===== src/rtl/sim_test_monitor_if.sv =====
// Processor-side snoop bus (data-memory writes, retire strobe) plus the console byte stream.
// The processor/bench is the master; the monitor is the slave.
interface sim_test_monitor_if #(
    parameter int ADDR_WIDTH = 32,
    parameter int DATA_WIDTH = 32
);
    logic                  mem_we;
    logic [ADDR_WIDTH-1:0] mem_addr;
    logic [DATA_WIDTH-1:0] mem_wdata;
    logic                  retire;
    logic                  con_valid;
    logic [7:0]            con_data;
    logic                  con_ready;

    modport master (
        output mem_we, mem_addr, mem_wdata, retire, con_ready,
        input  con_valid, con_data
    );

    modport slave (
        input  mem_we, mem_addr, mem_wdata, retire, con_ready,
        output con_valid, con_data
    );
endinterface


===== src/rtl/sim_test_monitor.sv =====
// End-of-test monitor: decides pass/fail/timeout from tohost writes, counts RUN cycles and
// retired instructions, and queues firmware console bytes into a small ready/valid FIFO.
module sim_test_monitor #(
    parameter int                    ADDR_WIDTH     = 32,
    parameter int                    DATA_WIDTH     = 32,
    parameter logic [ADDR_WIDTH-1:0] TOHOST_ADDR    = 'h0000_1000,
    parameter logic [ADDR_WIDTH-1:0] CONSOLE_ADDR   = 'h0000_1004,
    parameter int                    TIMEOUT_CYCLES = 15_000_000,
    parameter int                    CNT_WIDTH      = 32,
    parameter int                    CON_DEPTH      = 8
) (
    input  logic                  clk,
    input  logic                  rst_n,
    input  logic                  start,
    sim_test_monitor_if.slave     bus,
    output logic                  done,
    output logic                  pass,
    output logic                  fail,
    output logic                  timeout,
    output logic [DATA_WIDTH-2:0] fail_code,
    output logic [CNT_WIDTH-1:0]  cycle_count,
    output logic [CNT_WIDTH-1:0]  retire_count,
    output logic                  con_overflow
);

    localparam int IDX_W = $clog2(CON_DEPTH);
    localparam int PTR_W = IDX_W + 1;
    localparam logic [PTR_W-1:0]     DEPTH_P      = PTR_W'(CON_DEPTH);
    // cycle_count holds the number of completed RUN cycles, so the last one sees N-1
    localparam logic [CNT_WIDTH-1:0] TIMEOUT_LAST = CNT_WIDTH'(TIMEOUT_CYCLES - 1);

    typedef enum logic [2:0] {
        S_IDLE,
        S_RUN,
        S_PASS,
        S_FAIL,
        S_TIMEOUT
    } state_t;

    state_t state;

    function automatic logic [CNT_WIDTH-1:0] sat_inc(input logic [CNT_WIDTH-1:0] v);
        return (&v) ? v : v + CNT_WIDTH'(1);
    endfunction

    logic                  run;
    logic                  tohost_hit;
    logic                  console_hit;
    logic                  timeout_hit;
    logic [DATA_WIDTH-2:0] wdata_hi;

    assign run         = (state == S_RUN);
    assign wdata_hi    = bus.mem_wdata[DATA_WIDTH-1:1];
    assign tohost_hit  = run && bus.mem_we && (bus.mem_addr == TOHOST_ADDR) && bus.mem_wdata[0];
    assign console_hit = run && bus.mem_we && (bus.mem_addr == CONSOLE_ADDR);
    assign timeout_hit = (cycle_count == TIMEOUT_LAST);

    always_ff @(posedge clk or negedge rst_n) begin
        if (!rst_n) begin
            state        <= S_IDLE;
            done         <= 1'b0;
            pass         <= 1'b0;
            fail         <= 1'b0;
            timeout      <= 1'b0;
            fail_code    <= '0;
            cycle_count  <= '0;
            retire_count <= '0;
        end else begin
            case (state)
                S_IDLE: begin
                    if (start) state <= S_RUN;
                end
                S_RUN: begin
                    cycle_count <= sat_inc(cycle_count);
                    if (bus.retire) retire_count <= sat_inc(retire_count);
                    // A tohost result in the final cycle takes priority over the timeout
                    if (tohost_hit && (wdata_hi == '0)) begin
                        state <= S_PASS;
                        pass  <= 1'b1;
                        done  <= 1'b1;
                    end else if (tohost_hit) begin
                        state     <= S_FAIL;
                        fail      <= 1'b1;
                        done      <= 1'b1;
                        fail_code <= wdata_hi;
                    end else if (timeout_hit) begin
                        state   <= S_TIMEOUT;
                        timeout <= 1'b1;
                        done    <= 1'b1;
                    end
                end
                default: ;
            endcase
        end
    end

    logic [7:0]       con_mem [CON_DEPTH];
    logic [PTR_W-1:0] wr_ptr;
    logic [PTR_W-1:0] rd_ptr;
    logic [PTR_W-1:0] fill;
    logic [7:0]       last_byte;
    logic             fifo_empty;
    logic             fifo_full;
    logic             pop;
    logic             push_ok;

    assign fill       = wr_ptr - rd_ptr;
    assign fifo_empty = (fill == '0);
    assign fifo_full  = (fill == DEPTH_P);
    assign pop        = !fifo_empty && bus.con_ready;
    // A pop in the same cycle frees the slot, so a full FIFO still accepts the byte
    assign push_ok    = console_hit && (!fifo_full || pop);

    always_ff @(posedge clk or negedge rst_n) begin
        if (!rst_n) begin
            wr_ptr       <= '0;
            rd_ptr       <= '0;
            last_byte    <= '0;
            con_overflow <= 1'b0;
        end else begin
            if (pop) begin
                rd_ptr    <= rd_ptr + PTR_W'(1);
                last_byte <= con_mem[rd_ptr[IDX_W-1:0]];
            end
            if (push_ok) wr_ptr <= wr_ptr + PTR_W'(1);
            if (console_hit && fifo_full && !pop) con_overflow <= 1'b1;
        end
    end

    always_ff @(posedge clk) begin
        if (push_ok) con_mem[wr_ptr[IDX_W-1:0]] <= bus.mem_wdata[7:0];
    end

    // When empty the output keeps showing the most recently popped byte
    assign bus.con_valid = !fifo_empty;
    assign bus.con_data  = fifo_empty ? last_byte : con_mem[rd_ptr[IDX_W-1:0]];

endmodule


===== src/flat_wrapper.sv =====
// flat-port wrapper written by rule: the top's interface ports become plain ports
module sim_test_monitor_flat 
#(
    parameter int                    ADDR_WIDTH     = 32,
    parameter int                    DATA_WIDTH     = 32,
    parameter logic [ADDR_WIDTH-1:0] TOHOST_ADDR    = 'h0000_1000,
    parameter logic [ADDR_WIDTH-1:0] CONSOLE_ADDR   = 'h0000_1004,
    parameter int                    TIMEOUT_CYCLES = 15_000_000,
    parameter int                    CNT_WIDTH      = 32,
    parameter int                    CON_DEPTH      = 8
)
  (clk, rst_n, start, done, pass, fail, timeout, fail_code, cycle_count, retire_count, con_overflow, bus_mem_we, bus_mem_addr, bus_mem_wdata, bus_retire, bus_con_ready, bus_con_valid, bus_con_data);
  sim_test_monitor_if #(.ADDR_WIDTH(ADDR_WIDTH), .DATA_WIDTH(DATA_WIDTH)) bus_i ();
  input  logic clk;
  input  logic rst_n;
  input  logic start;
  output logic done;
  output logic pass;
  output logic fail;
  output logic timeout;
  output logic [DATA_WIDTH-2:0] fail_code;
  output logic [CNT_WIDTH-1:0] cycle_count;
  output logic [CNT_WIDTH-1:0] retire_count;
  output logic con_overflow;
  input wire logic [$bits(bus_i.mem_we)-1:0] bus_mem_we;
  input wire logic [$bits(bus_i.mem_addr)-1:0] bus_mem_addr;
  input wire logic [$bits(bus_i.mem_wdata)-1:0] bus_mem_wdata;
  input wire logic [$bits(bus_i.retire)-1:0] bus_retire;
  input wire logic [$bits(bus_i.con_ready)-1:0] bus_con_ready;
  output wire logic [$bits(bus_i.con_valid)-1:0] bus_con_valid;
  output wire logic [$bits(bus_i.con_data)-1:0] bus_con_data;
  assign bus_i.mem_we = bus_mem_we;
  assign bus_i.mem_addr = bus_mem_addr;
  assign bus_i.mem_wdata = bus_mem_wdata;
  assign bus_i.retire = bus_retire;
  assign bus_i.con_ready = bus_con_ready;
  assign bus_con_valid = bus_i.con_valid;
  assign bus_con_data = bus_i.con_data;
  sim_test_monitor #(.ADDR_WIDTH(ADDR_WIDTH), .DATA_WIDTH(DATA_WIDTH), .TOHOST_ADDR(TOHOST_ADDR), .CONSOLE_ADDR(CONSOLE_ADDR), .TIMEOUT_CYCLES(TIMEOUT_CYCLES), .CNT_WIDTH(CNT_WIDTH), .CON_DEPTH(CON_DEPTH)) u_core (.clk(clk), .rst_n(rst_n), .start(start), .bus(bus_i), .done(done), .pass(pass), .fail(fail), .timeout(timeout), .fail_code(fail_code), .cycle_count(cycle_count), .retire_count(retire_count), .con_overflow(con_overflow));
endmodule

===== config.mk =====
export PLATFORM = sky130hd
export DESIGN_NAME = sim_test_monitor_flat
export DESIGN_NICKNAME = d
export VERILOG_FILES = /design/src/rtl/sim_test_monitor_if.sv /design/src/rtl/sim_test_monitor.sv /design/src/flat_wrapper.sv
export SDC_FILE = /design/constraint.sdc
export NUM_CORES = 1
export LEC_CHECK = 0
export BUFFER_PORTS_ARGS = -buffer_cell sky130_fd_sc_hd__buf_2
export CORE_ASPECT_RATIO = 1.2
export CORE_MARGIN = 4
export CORE_UTILIZATION = 54
export DETAILED_ROUTE_END_ITERATION = 8
export GPL_TIMING_DRIVEN = 0
export HOLD_SLACK_MARGIN = 0.05
export PLACE_DENSITY = 0.8
export SKIP_LAST_GASP = 1
export SLEW_MARGIN = 20
export SYNTH_ARGS = -nofsm -noshare
export SYNTH_HDL_FRONTEND = slang
export SYNTH_SLANG_ARGS = --single-unit

===== constraint.sdc =====
create_clock -name clk -period 4.51 [get_ports clk]
set_input_delay 0.902 -clock clk [delete_from_list [all_inputs] [get_ports clk]]
set_output_delay 0.902 -clock clk [all_outputs]
set_load 0.005 [all_outputs]

# Word level (Yosys, flattened, before mapping)
# Memory sizes are Yosys's and may differ from the RTL's.
# Cells that the tools add are included.
# op_classes
n_reduce_logical	27
n_mux	11
add_sub_neg	5
eq_ne	7
bitwise_logic	4
# ops
cell	count
adder 32 x 1 -> 32 bit, second input constant	2
equality test 32 x 13 -> 1 bit, second input constant	2
AND reduction 32 bit	2
equality test 32 x 24 -> 1 bit, second input constant	1
zero test 31 bit	1
two-way mux 3 bit	4
logical AND 1 bit	9
AND reduction 3 bit	3
adder 4 x 1 -> 4 bit, second input constant	2
two-way mux 8 bit	1
one-hot mux 3 bit (2 select lines)	1
AND reduction 2 bit	3
two-way mux 1 bit	5
equality test 4 bit, second input constant	1
zero test 4 bit	1
!= test 4 bit, second input constant	1
NOT 1 bit	4
AND reduction 4 bit	1
subtractor 4 bit	1
equality test 3 x 1 -> 1 bit, second input constant	1
zero test 1 bit	3
zero test 3 bit	1
nonzero test 3 bit	1
!= test 2 bit, second input constant	1
2 further kinds	2
# word_totals
memories	1
elab_cells	67
register_bits	119
ram_bits	64
output_inout_bits	109
# memory_table
memory	words	word_bits	rd	rd_clocked_by_memory_dff	write_ports	line	rtl
u_core.con_mem	8	8	1	0	1	sim_test_monitor.sv:97	logic [7:0] con_mem [CON_DEPTH];

# Longest topological paths before layout
# logic_depth
depth_word	8
mapped_depth	10
ltp_nobuf	7

# Worst setup path before layout
# No wires, ideal clock.
# synth_path
path_type	register to register
start	reg u_core.rd_ptr[1]
end	mem u_core.con_mem[4][0], enable pin
stages_incl_launch_ff	11
synth_period_minus_slack_ps	3603
setup_slack_ps	907
t_arrival_ps	3205
setup_time_ps	398
n_path_buf	3
cell_sequence	dfrtp_1 > clkbuf_1 > buf_1 > inv_1 > ha_1 > a21oi_1 > a21o_1 > a2111oi_1 > or3_1 > clkbuf_1 > nor4b_1
# synth_between
elab_chain_len	8
elab_cells_between_ends	10
cone_classes	1 x add/sub; 1 x eq/ne; 2 x mux; 6 x reduce/logical
# synth_lines
element	line	rtl
start: declaration	sim_test_monitor.sv:99	logic [PTR_W-1:0] rd_ptr;
start signal: assignment	sim_test_monitor.sv:122	rd_ptr <= rd_ptr + PTR_W'(1);
subtractor 4 bit *	sim_test_monitor.sv:107	assign fill = wr_ptr - rd_ptr;
zero test 4 bit	sim_test_monitor.sv:108	assign fifo_empty = (fill == '0);
zero test 1 bit	sim_test_monitor.sv:110	assign pop = !fifo_empty && bus.con_ready;
logical AND 1 bit	sim_test_monitor.sv:110	
logical OR 1 bit *	sim_test_monitor.sv:112	assign push_ok = console_hit && (!fifo_full || pop);
logical AND 1 bit *	sim_test_monitor.sv:112	
two-way mux 1 bit *	sim_test_monitor.sv:131	if (push_ok) con_mem[wr_ptr[IDX_W-1:0]] <= bus.mem_wdata[7:0];
two-way mux 1 bit (not written as such) *	sim_test_monitor.sv:131	
end: declaration	sim_test_monitor.sv:97	
# Every way passes the cells marked *; elsewhere a longest branch is shown, timed or not.

# Final worst setup path
# layout_path
start	reg u_core.rd_ptr[2]
end	out bus_con_data[4]
# layout_between
elab_chain_len	3
elab_cells_between_ends	4
cone_classes	1 x add/sub; 1 x mux; 1 x reduce/logical; 1 x memory
# layout_lines
element	line	rtl
subtractor 4 bit	sim_test_monitor.sv:107	
zero test 4 bit	sim_test_monitor.sv:108	
two-way mux 8 bit *	sim_test_monitor.sv:136	assign bus.con_data = fifo_empty ? last_byte : con_mem[rd_ptr[IDX_W-1:0]];
end: declaration	flat_wrapper.sv:31	output wire logic [$bits(bus_i.con_data)-1:0] bus_con_data;
# Marked as above.

==> results.cfg <==
[run_status]
status = finished clean

[clock_network]
htree_levels = 4
clk-insertion-delay-late_ns = 0.42
cts_tree = built
hold_buffers = 0
postCtsSetupBuffers = 0
cts_made_buffers = 17
clk_path_buf_depth = 2
cts_root_buffer = clkbuf_16
clk_pin_slew_ns = 0.07
clkSinkCount = 183

[critical_path]
crit_chain = clkbuf_1 > inv_2 > ha_1 > a21oi_1 > a21oi_1 > nor4_4 > mux2_2 > buf_2
slowest_delay_ns = 0.53
worstPathArrival_ns = 3.24
cp_max_fo = 10
cp-start-kind = register
cp-startpoint = u_core.rd_ptr[2]
rrSetupSlack_ns = 0.88
cp_slowest_cell = nor4_4
path_common_cell = a21oi_1
r2r-end = u_core.con_mem[3][5]
r2r_start = u_core.rd_ptr[2]
rr_worst_depth = 10
critical_path_class = register to primary output
end_kind = primary output
critical_path_required_ns = 3.61

[floorplan]
die_w_um = 120
rows = 48
core-area_mm2 = 0.0145
die_h_um = 142
dieArea_mm2 = 0.0170
start_util_pct = 55.5
io_pins = 179

[synthesis]
synth_cell_types = 50
synth_cells = 607
synth_top_family_by_area = simple AND/OR/NAND/NOR gates
synth-adder-area-share_pct = 1.09
synth_top_area_share_pct = 36.9
syn_nets = 684
ys_seq_area_share_pct = 60.8
synth-compound-area-share_pct = 1.66
yosysTopAreaCell = dfrtp_1
ys_top_cells_by_area = dfrtp_1 37%, edfxtp_1 24%, mux2_1 4.7%
synthSimpleGateAreaFrac_pct = 15.8
synth_edf_count = 64
synth_most_common_cell = dfrtp_1
ys.flop_type = dfrtp_1
yosys-top-cells-count = 119 x dfrtp_1, 64 x edfxtp_1, 50 x nand2_1, 38 x xor2_1, 35 x nor2_1
synthXorXnorAreaFrac_pct = 7.60
synth-async-reset-ratio_pct = 65.0
synthesis.area_mm2 = 0.00807
synth.avg_cell_area_um2 = 13.3
muxShareOfSynthArea_pct = 11.6
ys_warn_count = 0
ys_ff_latch = 183

[timing]
fin_skew_ns = 0.00690
hold_slack_ns = 0.418
finalSetupTns_ns = 0
timing.fmax_mhz = 241
finalHoldViolCount = 0
fin_ws_ns = 0.367
setup-violations-final = 0
period_needed_ns = 4.14
min_period_over_period_pct = 91.9
worstMarginPinSlew_ns = 0.758
maxSlewHeadroom_pct = 49.5
slew_violations = 0
rsz0062_at_grt = no

[power]
powerDensity_mw_per_mm2 = 413
total_power_mw = 4.11
pwr-share-seq_pct = 43.9
swShare_pct = 25.2
ir_drop_uv = 240
intPower_mw = 3.08
pwr-share-comb_pct = 18.1
p_sw_mw = 1.04
p_clk_share_pct = 38.0
power_leakage_nw = 4.70

[worst_hold_path]
hold_path.class = primary input to asynchronous set/reset pin

[routing]
first_pass_iters = 4
wl_per_cell_um = 18.1
vias = 5752
vias_per_cell = 5.61
drt-total-wl_mm = 18.6
antenna_left = 0
drt_iter0_drc = 369
post-route-drc-count = 0

[global_route]
grt_overflow_total = 0
grt_pass1_wl_mm = 30.1
grt_max_degree = 69
grtUsageMet2_pct = 39.0
use_met3_pct = 5.54
grt_use_met1_pct = 27.6
grt_antenna_before_repair = 3
grt-busiest-layer = met2
grt_usage_pct = 22.5
grt_pass1_vias = 5901

[cells_and_area]
n_fill_cell = 1073
layout-drive-gt1-share_pct = 33.5
synthToLayoutAreaGrowth_pct = 23.5
nets = 888
stdcell_area_mm2 = 0.00996

[placed_design]
dp_slack_ns = 0.170
dpl.hpwl_mm = 13.7
placed_cell_area_mm2 = 0.00932
port_buffers = 178
gp_congestion = 0.851

[flow_run]
maxCapViolCount = 0
-- timing repair --
item	4_1_cts	5_1_grt
setup endpoints to repair	8	8
hold endpoints to repair	0	0
resized for setup	2	2
-- final cells by class --
type,instances,area [µm²],area share [%]
Sequential cell,183,4900,49.2
Clock inverter,14,194,1.95
Inverter,12,45.0,0.452
Timing Repair Buffer,185,957,9.61
Clock buffer,18,429,4.31
Tap cell,200,250,2.51
Buffer,17,80.1,0.804
Antenna cell,2,5.00,0.0503
Multi-Input combinational cell,395,3100,31.1
-- layer usage --
metal  share of wire, %  vias to the layer above
met5              0.070                        -
met4                2.0                        2
met3                5.9                       32
met2                 54                      190
met1                 38                     2861
li1                   -                     2667
-- worst max-delay path, delay by kind of cell (launching register included) --
kind	cells	cell delay, ns
flops	1	0.32
simple gates	1	0.53
fa+ha+maj	1	0.38
buf+inv	3	0.69
compound gates	2	0.49
mux	1	0.40
-- kinds of logic (layout without fill, tap and decap cells) --
kind of cell    count (synthesis)  count (layout)
fa+ha+maj                       7               7
other cells                     0               2
mux                            67              67
flops                         183             183
xor+xnor                       70              70
buf+inv                        29             246
simple gates                  234             234
compound gates                 17              17
-- through the flow --
| step | instances | utilization, % |
|---|---|---|
| floorplan | 607 | - |
| global placement | 985 | 63.3 |
| detailed placement | 992 | 64.1 |
| CTS | 1024 | 68.4 |
| finish | 1026 | 68.5 |
| global route | 1026 | 68.5 |
-- cell usage in the layout, fill, tap and decap left out, drive strengths merged, types with 3 or more instances in the layout --
master,count
nand4,21
nand2,50
and4,9
a21o,3
edfxtp,64
mux4,16
nor3,19
clkinvlp,4
a21oi,4
nor4b,4
and3,11
or3,4
ha,7
clkbuf,25
bufinv,4
dfrtp,119
mux2,51
xor2,38
nor2,35
buf,194
xnor2,32
inv,16
or4,5
nand3,31
nor4,26
or2,6
-- registers in the layout, summed over array words and instances, names as in the netlist --
register	count
u_core.con_mem	64
u_core.last_byte	8
u_core.rd_ptr	4
u_core.fail_code	31
u_core.pass	1
u_core.cycle_count	32
u_core.done	1
u_core.fail	1
u_core.state	3
u_core.retire_count	32
u_core.con_overflow	1
u_core.timeout	1
u_core.wr_ptr	4
-- power by group through the flow --
stage	combinational [mW]	sequential (mW)	clock, mW
after floorplan	0.501	1.83	0
after global placement	0.702	1.84	0
after detailed placement	0.728	1.84	0
after CTS	0.748	1.81	1.59
after global routing	0.832	1.81	1.67
final	0.744	1.81	1.56
-- worst max-delay path by stage --
stage,end,slack [ns],depth (start not counted)
global route,bus_con_data[6],0.11,8
global placement,u_core.con_mem[3][7],-0.11,10
CTS,bus_con_data[4],0.13,9
finish,bus_con_data[4],0.37,8
detailed placement,bus_con_data[4],0.17,9
floorplan,u_core.con_mem[4][0],0.91,10
Note: power is estimated with default switching activity, not from simulation.
